### src/rtl/rx_bit_timer.sv
// rx_bit_timer: bit-timing recovery for the USB RX path.
// Realigns a bit-phase counter on every D+/D- transition and raises a
// one-cycle en_sample strobe at SAMPLE_PHASE inside each bit time. Lock is
// dropped (with a one-cycle lock_lost pulse) once MAX_RUN+1 strobes pass
// without a transition.
// Optional feature macro: RX_BIT_TIMER_SYNC_EN adds a two-flop synchronizer
// on each line input ahead of the edge detector (+2 cycles edge latency).
module rx_bit_timer #(
    parameter int CLKS_PER_BIT = 8,
    parameter int SAMPLE_PHASE = 3,
    parameter int MAX_RUN      = 7,
    localparam int PHASE_W     = $clog2(CLKS_PER_BIT),
    localparam int RUN_W       = $clog2(MAX_RUN + 1)
) (
    input  logic               clk,
    input  logic               rst,
    input  logic               rx_enable,
    input  logic               d_plus,
    input  logic               d_minus,
    output logic               en_sample,
    output logic               locked,
    output logic               lock_lost,
    output logic [PHASE_W-1:0] bit_phase
);

    localparam logic [0:0] S_IDLE  = 1'b0;
    localparam logic [0:0] S_TRACK = 1'b1;

    localparam logic [PHASE_W-1:0] PH_LAST   = PHASE_W'(CLKS_PER_BIT - 1);
    localparam logic [PHASE_W-1:0] PH_SAMPLE = PHASE_W'(SAMPLE_PHASE);
    localparam logic [RUN_W-1:0]   RUN_LAST  = RUN_W'(MAX_RUN);

    logic               w_dp;
    logic               w_dm;
    logic               r_last_dp;
    logic               r_last_dm;
    logic               w_edge;
    logic               w_strobe;

    logic [0:0]         r_state;
    logic [PHASE_W-1:0] r_phase;
    logic [RUN_W-1:0]   r_run;
    logic               r_lock_lost;

    logic [0:0]         w_state_nxt;
    logic [PHASE_W-1:0] w_phase_nxt;
    logic [RUN_W-1:0]   w_run_nxt;
    logic               w_lost_nxt;

`ifdef RX_BIT_TIMER_SYNC_EN
    logic [1:0] r_dp_sync;
    logic [1:0] r_dm_sync;

    // Two-flop synchronizers, reset to the J line state
    always_ff @(posedge clk or posedge rst) begin
        if (rst) begin
            r_dp_sync <= 2'b11;
            r_dm_sync <= 2'b00;
        end else begin
            r_dp_sync <= {r_dp_sync[0], d_plus};
            r_dm_sync <= {r_dm_sync[0], d_minus};
        end
    end

    assign w_dp = r_dp_sync[1];
    assign w_dm = r_dm_sync[1];
`else
    assign w_dp = d_plus;
    assign w_dm = d_minus;
`endif

    // Previous line state for transition detection; runs in every state
    always_ff @(posedge clk or posedge rst) begin
        if (rst) begin
            r_last_dp <= 1'b1;
            r_last_dm <= 1'b0;
        end else begin
            r_last_dp <= w_dp;
            r_last_dm <= w_dm;
        end
    end

    assign w_edge   = (w_dp != r_last_dp) | (w_dm != r_last_dm);

    // Moore strobe: a coincident edge does not suppress it
    assign w_strobe = (r_state == S_TRACK) && (r_phase == PH_SAMPLE);

    // Next-state, phase and run-length logic
    always_comb begin
        w_state_nxt = r_state;
        w_phase_nxt = r_phase;
        w_run_nxt   = r_run;
        w_lost_nxt  = 1'b0;
        if (!rx_enable) begin
            w_state_nxt = S_IDLE;
            w_phase_nxt = '0;
            w_run_nxt   = '0;
        end else begin
            case (r_state)
                S_IDLE: begin
                    w_phase_nxt = '0;
                    w_run_nxt   = '0;
                    if (w_edge) begin
                        w_state_nxt = S_TRACK;
                    end
                end
                S_TRACK: begin
                    if (w_edge) begin
                        w_phase_nxt = '0;
                        w_run_nxt   = '0;
                    end else begin
                        w_phase_nxt = (r_phase == PH_LAST) ? '0 : r_phase + PHASE_W'(1);
                        if (w_strobe) begin
                            if (r_run == RUN_LAST) begin
                                w_state_nxt = S_IDLE;
                                w_phase_nxt = '0;
                                w_run_nxt   = '0;
                                w_lost_nxt  = 1'b1;
                            end else begin
                                w_run_nxt = r_run + RUN_W'(1);
                            end
                        end
                    end
                end
                default: begin
                    w_state_nxt = S_IDLE;
                    w_phase_nxt = '0;
                    w_run_nxt   = '0;
                end
            endcase
        end
    end

    // State, counter and lock_lost pulse registers
    always_ff @(posedge clk or posedge rst) begin
        if (rst) begin
            r_state     <= S_IDLE;
            r_phase     <= '0;
            r_run       <= '0;
            r_lock_lost <= 1'b0;
        end else begin
            r_state     <= w_state_nxt;
            r_phase     <= w_phase_nxt;
            r_run       <= w_run_nxt;
            r_lock_lost <= w_lost_nxt;
        end
    end

    assign en_sample = w_strobe;
    assign locked    = (r_state == S_TRACK);
    assign lock_lost = r_lock_lost;
    assign bit_phase = r_phase;

endmodule

### config.mk
export PLATFORM = sky130hd
export DESIGN_NAME = rx_bit_timer
export DESIGN_NICKNAME = d
export VERILOG_FILES = /design/src/rtl/rx_bit_timer.sv
export SDC_FILE = /design/constraint.sdc
export NUM_CORES = 1
export LEC_CHECK = 0
export ABC_AREA = 1
export ABC_CLOCK_PERIOD_IN_PS = 1400
export BUFFER_PORTS_ARGS = -buffer_cell sky130_fd_sc_hd__buf_4
export CORE_ASPECT_RATIO = 1.4
export CORE_MARGIN = 2
export CORE_UTILIZATION = 25
export CTS_CLUSTER_SIZE = 16
export DETAILED_ROUTE_END_ITERATION = 10
export PLACE_DENSITY_LB_ADDON = 0.25
export REMOVE_ABC_BUFFERS = 1
export SLEW_MARGIN = 5
export SYNTH_ARGS = -nofsm -noshare
export SYNTH_HDL_FRONTEND = slang
export SYNTH_SLANG_ARGS = --single-unit
export TNS_END_PERCENT = 5
### constraint.sdc
create_clock -name clk -period 1.4 [get_ports clk]
set_clock_uncertainty 0.2 [all_clocks]
set_input_delay 0.42 -clock clk [delete_from_list [all_inputs] [get_ports clk]]
set_output_delay 0.42 -clock clk [all_outputs]
set_load 0.03 [all_outputs]
==> results of run 1 <==
==> metrics by stage <==
stage               setup TNS (ns)   util  worst slack [ns]  area [um^2]
floorplan                    -1.41      -            -0.433          489
global placement             -1.11  0.330            -0.256          636
detailed placement           -1.39  0.330            -0.287          636
CTS                          -1.29  0.378            -0.470          727
global route                 -1.82  0.383            -0.505          737
finish                       -1.16  0.383            -0.450          737
==> kinds of logic (layout without fill, tap and decap cells) <==
logic type,count (synthesis),in the layout
AO/OA/AOI/OAI,3,3
buffers and inverters,12,32
AND/OR/NAND/NOR,28,28
adder cells (fa/ha/maj),5,5
flip-flops,10,10
==> state kept, by name, summed over array words and instances (netlist names) <==
| register | count |
|---|---|
| r_run | 3 |
| r_last_dp | 1 |
| bit_phase | 3 |
| r_last_dm | 1 |
| lock_lost | 1 |
| locked | 1 |
==> cell type report <==
class	count	area, um^2
repair buffers	17	153
well taps	21	26.3
fillers	202	1190
clock buffers	4	26.3
multi-input cells	36	236
flip-flops and latches	10	251
inverters	11	43.8
==> per-layer routing <==
| metal | GRT usage | vias up |
|---|---|---|
| met5 | 0 | - |
| met4 | 0.0553 | 0 |
| met3 | 0.0193 | 5 |
| met2 | 0.170 | 9 |
| met1 | 0.0957 | 193 |
| li1 | - | 222 |
==> timing repair <==
action	in CTS	in global routing
pin swaps	4	4
hold endpoints to repair	9	0
hold buffers	1	0
endpoints found under the setup margin	13	14
resized for setup	13	3
==> how the worst max path moves through the flow <==
stage,startpoint,to,depth (start not counted)
2_1_floorplan,bit_phase[0],en_sample,4
3_3_place_gp,bit_phase[0],en_sample,5
3_5_place_dp,bit_phase[0],en_sample,5
4_1_cts,bit_phase[1],en_sample,5
5_1_grt,bit_phase[1],en_sample,5
6_report,bit_phase[1],en_sample,5
==> report_power, final <==
| group | internal [mW] | leakage [nW] | switching, mW | total, mW |
|---|---|---|---|---|
| logic | 0.0247 | 0.247 | 0.0348 | 0.0594 |
| clock network | 0.110 | 0.0150 | 0.0959 | 0.206 |
| registers | 0.296 | 0.132 | 0.00411 | 0.300 |
==> placed cells by master, fill, tap and decap left out <==
master         instances
nand2_1               11
buf_4                 10
inv_1                  9
dfrtp_1                9
nor2_1                 7
nand3_1                7
buf_6                  6
ha_1                   3
clkbuf_4               3
a21oi_1                2
ha_4                   2
inv_4                  1
nand4_1                1
nand3_4                1
nand2_2                1
inv_2                  1
o22ai_1                1
clkbuf_1               1
dlygate4sd3_1          1
dfstp_2                1
==> results_dict.tcl, run 1 <==
set metrics [dict create \
    clock_latency_ns 0.26 \
    fin_cells 99 \
    hp-class "input pin to flop" \
    antenna_cells 0 \
    crit_path_end_kind "output pin" \
    cts_setup_buffers 0 \
    drt-total-wl_um 958 \
    die_x_um 41.6 \
    worstReg2RegStart "bit_phase[1]" \
    cts_root_buffer "clkbuf_4" \
    slowest_delay_ns 0.41 \
    place_hpwl_um 763 \
    drive_above_1_share 0.333 \
    outcome "finished with violations" \
    post_drt_wl_per_cell_um 9.68 \
    crit_required_ns 0.78 \
    cts-buffers-inserted 3 \
    wl_met1_um 366 \
    first_iter_violations 7 \
    synth_edf_count 0 \
    hold_ws_ns 0.0810 \
    die_h_um 56.6 \
    synthAdderAreaFrac 0.127 \
    crit_slowest_cell "dfrtp_1" \
    start_util 0.257 \
    reg2reg_to "r_run[1]" \
    critical_path_class "flop to output pin" \
    period_needed_ns 1.85 \
    synth_top_cell_area_share 0.456 \
    yosys.cell_types.count 11 \
    grt_usage 0.0936 \
    synthTopCellsByCount "12 x nand2_1, 11 x inv_1, 9 x dfrtp_1" \
    dp_cells 94 \
    gr-total-overflow 0 \
    synth-xor-area-share 0 \
    crit_arrival_ns 1.23 \
    slew_headroom 0.735 \
    min_to "r_last_dp" \
    clock_sinks 10 \
    synthCells 58 \
    setup_viol 10 \
    antenna_found_initial 0 \
    async_reset_ff_frac 1.00 \
    hold_viol_final 0 \
    yosys-top-cells-area "dfrtp_1 46%, ha_1 13%, nand2_1 9.1%" \
    crit_chain "ha_4 > ha_4 > nand2_2 > inv_2 > buf_6" \
    hold_start "d_plus" \
    path_common_cell "ha_4" \
    vias_per_cell 4.33 \
    rsz0062_at_grt "true" \
    period_share 1.32 \
    synthesis.area_um2 494 \
    maxUsedRoutingLayer "met4" \
    yosysMostFrequentCell "nand2_1" \
    ys.flop_type "dfrtp_1" \
    wl_met2_um 537 \
    ys_ff_latch 10 \
    cts.reportedPaths.clkPinSlew_ns 0.07 \
    wl_met3_um 25 \
    finalPower_mw 0.566 \
    yosys.area_share.simple 0.238 \
    synth-seq-area-share 0.509 \
    reg2regPathDepth 7 \
    ant_nets 0 \
    critPathBufInv 2 \
    drcViolationCount 0 \
    min_path_cells 1 \
    grt_max_degree 11 \
    synth_compound_area_frac 0.0329 \
    worst_pin_slew_ns 0.396 \
    crit_fanout 2 \
    ff2ff_setup_slack_ns -0.09 \
    port_buffers 10 \
    vias 429 \
    p_leak_nw 0.394 \
    final_nets 89 \
    syn_area_per_cell_um2 8.52 \
    io_pins 11 \
    synth_top_family_by_area "simple AND/OR/NAND/NOR gates" \
    area_delta_synth_final_pct 49.1 \
    cts_tree "built" \
    place.gp.congestion 0.777 \
    grt_pass1_wl_mm 1.67 \
    die-area_mm2 0.00235 \
    ir_worst_vdd_uv 466 \
    critPathTopFamily "flip-flops" \
    report.final.slew_viol_count 0 \
    first_global_vias 442 \
    synth_top_cell_by_area "dfrtp_1" \
    yosysWarnings 0 \
    cts.htree.levels 1 \
    cts_buffer_depth 2 \
    row_count 19 \
    violations "negative setup slack" \
    cp-start-kind "flop" \
    maxCapViolations 0 \
    powerDensity_mw_per_mm2 768 \
    setup_ws_ns -0.450 \
    synth.area.mux_share 0 \
    max_freq_mhz 541 \
    dr.pass1.iters 2 \
    fp.coreArea_mm2 0.00193 \
]
Power figures use the tool's default switching activity.
==> inputs of run 2 (changes only) <==
- GPL_ROUTABILITY_DRIVEN: default -> 0
- SKIP_LAST_GASP: default -> 1
==> results_dict.tcl, run 2 (synthesized netlist as in run 1, its figures left out) <==
set metrics [dict create \
    cts_tree "built" \
    hold_start "d_plus" \
    n_fill_cell 204 \
    place_area_um2 636 \
    place_hpwl_um 763 \
    antenna_found_initial 0 \
    io_pins 11 \
    drcViolationCount 0 \
    drive_above_1_share 0.308 \
    crit_fanout 2 \
    clock_sinks 10 \
    utilization 0.365 \
    design_area_um2 703 \
    slew_headroom 0.736 \
    area_delta_synth_final_pct 42.3 \
    maxCapViolations 0 \
    period_share 1.32 \
    final_nets 89 \
    row_count 19 \
    port_buffers 10 \
    first_global_vias 442 \
    crit_required_ns 0.78 \
    die_h_um 56.6 \
    cts.htree.levels 1 \
    worstReg2RegStart "bit_phase[1]" \
    start_util 0.257 \
    hold_viol_final 0 \
    report.final.slew_viol_count 0 \
    gr-total-overflow 0 \
    clock_latency_ns 0.26 \
    grt_usage 0.0916 \
    tns_ns -1.61 \
    cts-buffers-inserted 3 \
    vias_per_cell 4.35 \
    cts_buffer_depth 2 \
    die-area_mm2 0.00235 \
    crit_slowest_cell "dfrtp_1" \
    crit_path_end_kind "output pin" \
    setup_ws_ns -0.450 \
    final_cell_mix "15 x buf_4, 11 x nand2_1, 10 x inv_1, 9 x dfrtp_1, 8 x nand3_1" \
    cts_root_buffer "clkbuf_4" \
    critical_path_class "flop to output pin" \
    drt-total-wl_um 963 \
    crit_start "bit_phase[1]" \
    worst_pin_slew_ns 0.395 \
    cp-start-kind "flop" \
    crit_chain "ha_4 > ha_4 > nand2_2 > inv_2 > buf_6" \
    vias 431 \
    post_drt_wl_per_cell_um 9.73 \
    p_leak_nw 0.390 \
    grt_max_degree 11 \
    mostFrequentLayoutCell "buf_4" \
    powerDensity_mw_per_mm2 802 \
    fp.coreArea_mm2 0.00193 \
    die_x_um 41.6 \
    dr.pass1.iters 2 \
    period_needed_ns 1.85 \
    violations "negative setup slack" \
    outcome "finished with violations" \
    setup_viol 13 \
    ant_nets 0 \
    antenna_cells 0 \
    max_freq_mhz 541 \
    slowest_delay_ns 0.41 \
    cts.reportedPaths.clkPinSlew_ns 0.07 \
    ir_worst_vdd_uv 465 \
    multiInputGateArea_um2 224 \
    hp-class "input pin to flop" \
    crit_arrival_ns 1.23 \
    first_iter_violations 3 \
    path_common_cell "ha_4" \
    grt_pass1_wl_mm 1.63 \
    rsz0062_at_grt "true" \
    regArea_um2 251 \
]
## run 2: cell types whose count changed in the layout (fill, tap and decap cells not counted)
cell and change:
nand3_4 -1, buf_4 +5, nand3_1 +1, buf_6 -5, inv_4 -1, inv_1 +1
## run 2: metal layers
metal / GRT usage / vias up / share of wire
li1: - / 221 / -
met1: 0.0916 / 196 / 0.39
met2: 0.167 / 9 / 0.56
met3: 0.0193 / 5 / 0.026
met4: 0.0553 / 0 / 0.030
met5: 0 / - / 0
## run 2: per-stage QoR
stage	hold WS (ns)	setup slack [ns]	power, mW	std cells
floorplan	0.0595	-0.433	0.334	57
detailed placement	0.233	-0.287	0.361	94
global placement	0.225	-0.256	0.360	94
global route	0.0656	-0.505	0.597	99
CTS	0.0731	-0.479	0.575	99
finish	0.0808	-0.450	0.564	99
## run 2: cell type report
type | instances | share of cell area
repair buffers | 17 | 0.190
inverters | 11 | 0.0587
multi-input cells | 36 | 0.319
well taps | 21 | 0.0374
flip-flops and latches | 10 | 0.358
clock buffers | 4 | 0.0374
## run 2: final timing paths
| check | endpoint | slack (ns) | cells past startpoint |
|---|---|---|---|
| setup / recovery | en_sample | -0.45 | 5 |
| hold / removal | r_last_dp | 0.08 | 1 |
| setup reg to reg | r_run[1] | -0.13 | 7 |
| hold reg to reg | r_run[1] | 0.35 | 2 |
| max in group asynchronous | r_last_dp | 0.19 | 3 |
| min in group asynchronous | bit_phase[1] | 0.49 | 3 |
## run 2: report_power, final
| group | switching (mW) | internal (mW) |
|---|---|---|
| clock network | 0.0958 | 0.110 |
| registers | 0.00412 | 0.296 |
| logic | 0.0336 | 0.0240 |
| total | 0.133 | 0.430 |
## run 2: what timing repair did
action | in CTS | in global routing
hold buffers | 1 | 0
hold endpoints to repair | 9 | 0
pin swaps | 2 | 2
endpoints found under the setup margin | 13 | 14
setup buffers | 0 | 0
gates resized for setup | 4 | 3
gates cloned | 0 | 0
## run 2: worst max-delay path, delay by kind of cell, from the launching register on
| kind | cells | cell delay [ns] |
|---|---|---|
| and+or+nand+nor | 1 | 0.05 |
| DFF | 1 | 0.41 |
| adders and majority gates | 2 | 0.34 |
| buffers and inverters | 2 | 0.15 |
==> inputs of run 3 (changes only) <==
- ABC_AREA: 1 -> default
==> results_dict.tcl, run 3 <==
set metrics [dict create \
    outcome "finished with violations" \
    violations "negative setup slack" \
    setup_viol 11 \
    synthesis.area_um2 508 \
    worst_pin_slew_ns 0.394 \
    yosysMostFrequentCell "dfrtp_1" \
    cts.htree.levels 1 \
    mostFrequentLayoutCell "buf_4" \
    final_nets 77 \
    pre_cts_ws_ns -0.300 \
    async_reset_ff_frac 1.00 \
    min_path_cells 1 \
    crit_required_ns 0.78 \
    crit_fanout 2 \
    io_pins 11 \
    cts_root_buffer "clkbuf_4" \
    dp_cells 79 \
    first_iter_violations 3 \
    synth_top_cell_area_share 0.443 \
    clock_latency_ns 0.27 \
    cp-start-kind "flop" \
    period_needed_ns 1.92 \
    crit_arrival_ns 1.30 \
    fin_cells 87 \
    maxCapViolations 0 \
    vias 371 \
    period_share 1.37 \
    antenna_cells 0 \
    grt_use_met3 0.0285 \
    cts_buffer_depth 2 \
    grt_pass1_wl_mm 1.61 \
    multiInputGateArea_um2 254 \
    fp.coreArea_mm2 0.00195 \
    synth_top_cell_by_area "dfrtp_1" \
    clock_sinks 10 \
    n_fill_cell 205 \
    design_area_um2 744 \
    yosys-top-cells-area "dfrtp_1 44%, ha_1 12%, xnor2_2 6.4%" \
    critical_path_class "flop to output pin" \
    p_leak_nw 0.374 \
    final_cell_mix "20 x buf_4, 9 x dfrtp_1, 4 x nor2_1, 4 x inv_1" \
    hold_viol_final 0 \
    vias_per_cell 4.26 \
    ys.flop_type "dfrtp_1" \
    port_buffers 10 \
    powerDensity_mw_per_mm2 789 \
    area_delta_synth_final_pct 46.6 \
    place_area_um2 664 \
    dr.pass1.iters 3 \
    syn_area_per_cell_um2 12.4 \
    die_h_um 57.3 \
    start_util 0.261 \
    post_drt_wl_per_cell_um 10.8 \
    synthCells 41 \
    first_global_vias 376 \
    drcViolationCount 0 \
    synth-seq-area-share 0.495 \
    reg2regPathDepth 5 \
    yosysWarnings 0 \
    grt_max_degree 11 \
    die-area_mm2 0.00241 \
    crit_path_end_kind "output pin" \
    synthTopCellsByCount "9 x dfrtp_1, 5 x ha_1, 4 x inv_1, 4 x nor2_1" \
    setup_ws_ns -0.519 \
    yosys.cell_types.count 18 \
    drt-total-wl_um 941 \
    gr-total-overflow 0 \
    regArea_um2 251 \
    die_x_um 42.1 \
    antenna_found_initial 0 \
    ant_nets 0 \
    ir_worst_vdd_uv 497 \
    drive_above_1_share 0.500 \
    finalPower_mw 0.587 \
    grt_usage 0.0954 \
    place_hpwl_um 673 \
    grt_use_met1 0.102 \
    report.final.slew_viol_count 0 \
    busiest_layer "met2" \
    cts.reportedPaths.clkPinSlew_ns 0.07 \
    rsz0062_at_grt "true" \
    max_freq_mhz 521 \
    cts-buffers-inserted 3 \
    cts_tree "built" \
    grt_util_met2 0.145 \
    ys_ff_latch 10 \
    utilization 0.382 \
    slew_headroom 0.737 \
    synth_edf_count 0 \
    row_count 19 \
    hp-class "input pin to flop" \
]
-- run 3: cell types whose count changed in the layout (fill, tap and decap cells not counted), sizes merged, moves of 3 or more --
cell / previous run / this run
nor3: 0 / 3
buf: 16 / 21
nand2: 12 / 2
inv: 11 / 4
nor2: 7 / 4
nand3: 8 / 1
-- run 3: cell type report --
class / instances / area share
well taps: 21 / 0.0353
repair buffers: 22 / 0.230
flip-flops and latches: 10 / 0.338
clock buffers: 4 / 0.0353
multi-input cells: 26 / 0.341
inverters: 4 / 0.0202
-- run 3: stage by stage --
stage / hold slack (ns) / setup TNS [ns]
after global placement: 0.227 / -0.996
after global routing: 0.0646 / -2.48
after detailed placement: 0.240 / -0.981
after CTS: 0.0670 / -1.89
final: 0.0820 / -1.95
after floorplan: 0.0595 / -2.13
-- run 3: worst paths after layout --
kind                                   start            to  slack [ns]
worst max register to register  bit_phase[0]  bit_phase[0]       -0.20
min in group asynchronous                rst      r_run[0]        0.49
worst max-delay path            bit_phase[0]     en_sample       -0.52
max in group asynchronous                rst     r_last_dp        0.19
worst min register to register      r_run[2]      r_run[2]        0.34
worst min-delay path                  d_plus     r_last_dp        0.08
-- run 3: layer usage --
| layer | vias up | part of all wire |
|---|---|---|
| met4 | 0 | 0.029 |
| met3 | 4 | 0.031 |
| met2 | 8 | 0.51 |
| li1 | 188 | - |
| met1 | 171 | 0.43 |
| met5 | - | 0 |
-- run 3: kinds of logic after synthesis --
family / count (synthesis) / synth area share
AND/OR/NAND/NOR: 16 / 0.227
multiplexers: 2 / 0.0394
adder cells (fa/ha/maj): 5 / 0.123
buffers and inverters: 5 / 0.0394
XOR/XNOR: 2 / 0.0640
AO/OA/AOI/OAI: 1 / 0.0123
flip-flops: 10 / 0.495
-- run 3: report_power, final --
| part | switching [mW] | internal [mW] | total, mW |
|---|---|---|---|
| clock network | 0.101 | 0.110 | 0.212 |
| logic | 0.0393 | 0.0339 | 0.0731 |
| registers | 0.00521 | 0.297 | 0.302 |
| total | 0.146 | 0.441 | 0.587 |
-- run 3: repair_timing --
action,4_1_cts,5_1_grt
hold endpoints to repair,9,0
pin swaps,1,1
buffers inserted,1,2
hold buffers,1,0
gates resized for setup,5,0
endpoints found under the setup margin,13,13
-- run 3: worst max-delay path: stages (launching register included) --
cell and delay, ns:
dfrtp_1 0.39, ha_2 0.21, ha_4 0.16, and2_4 0.15, buf_6 0.13
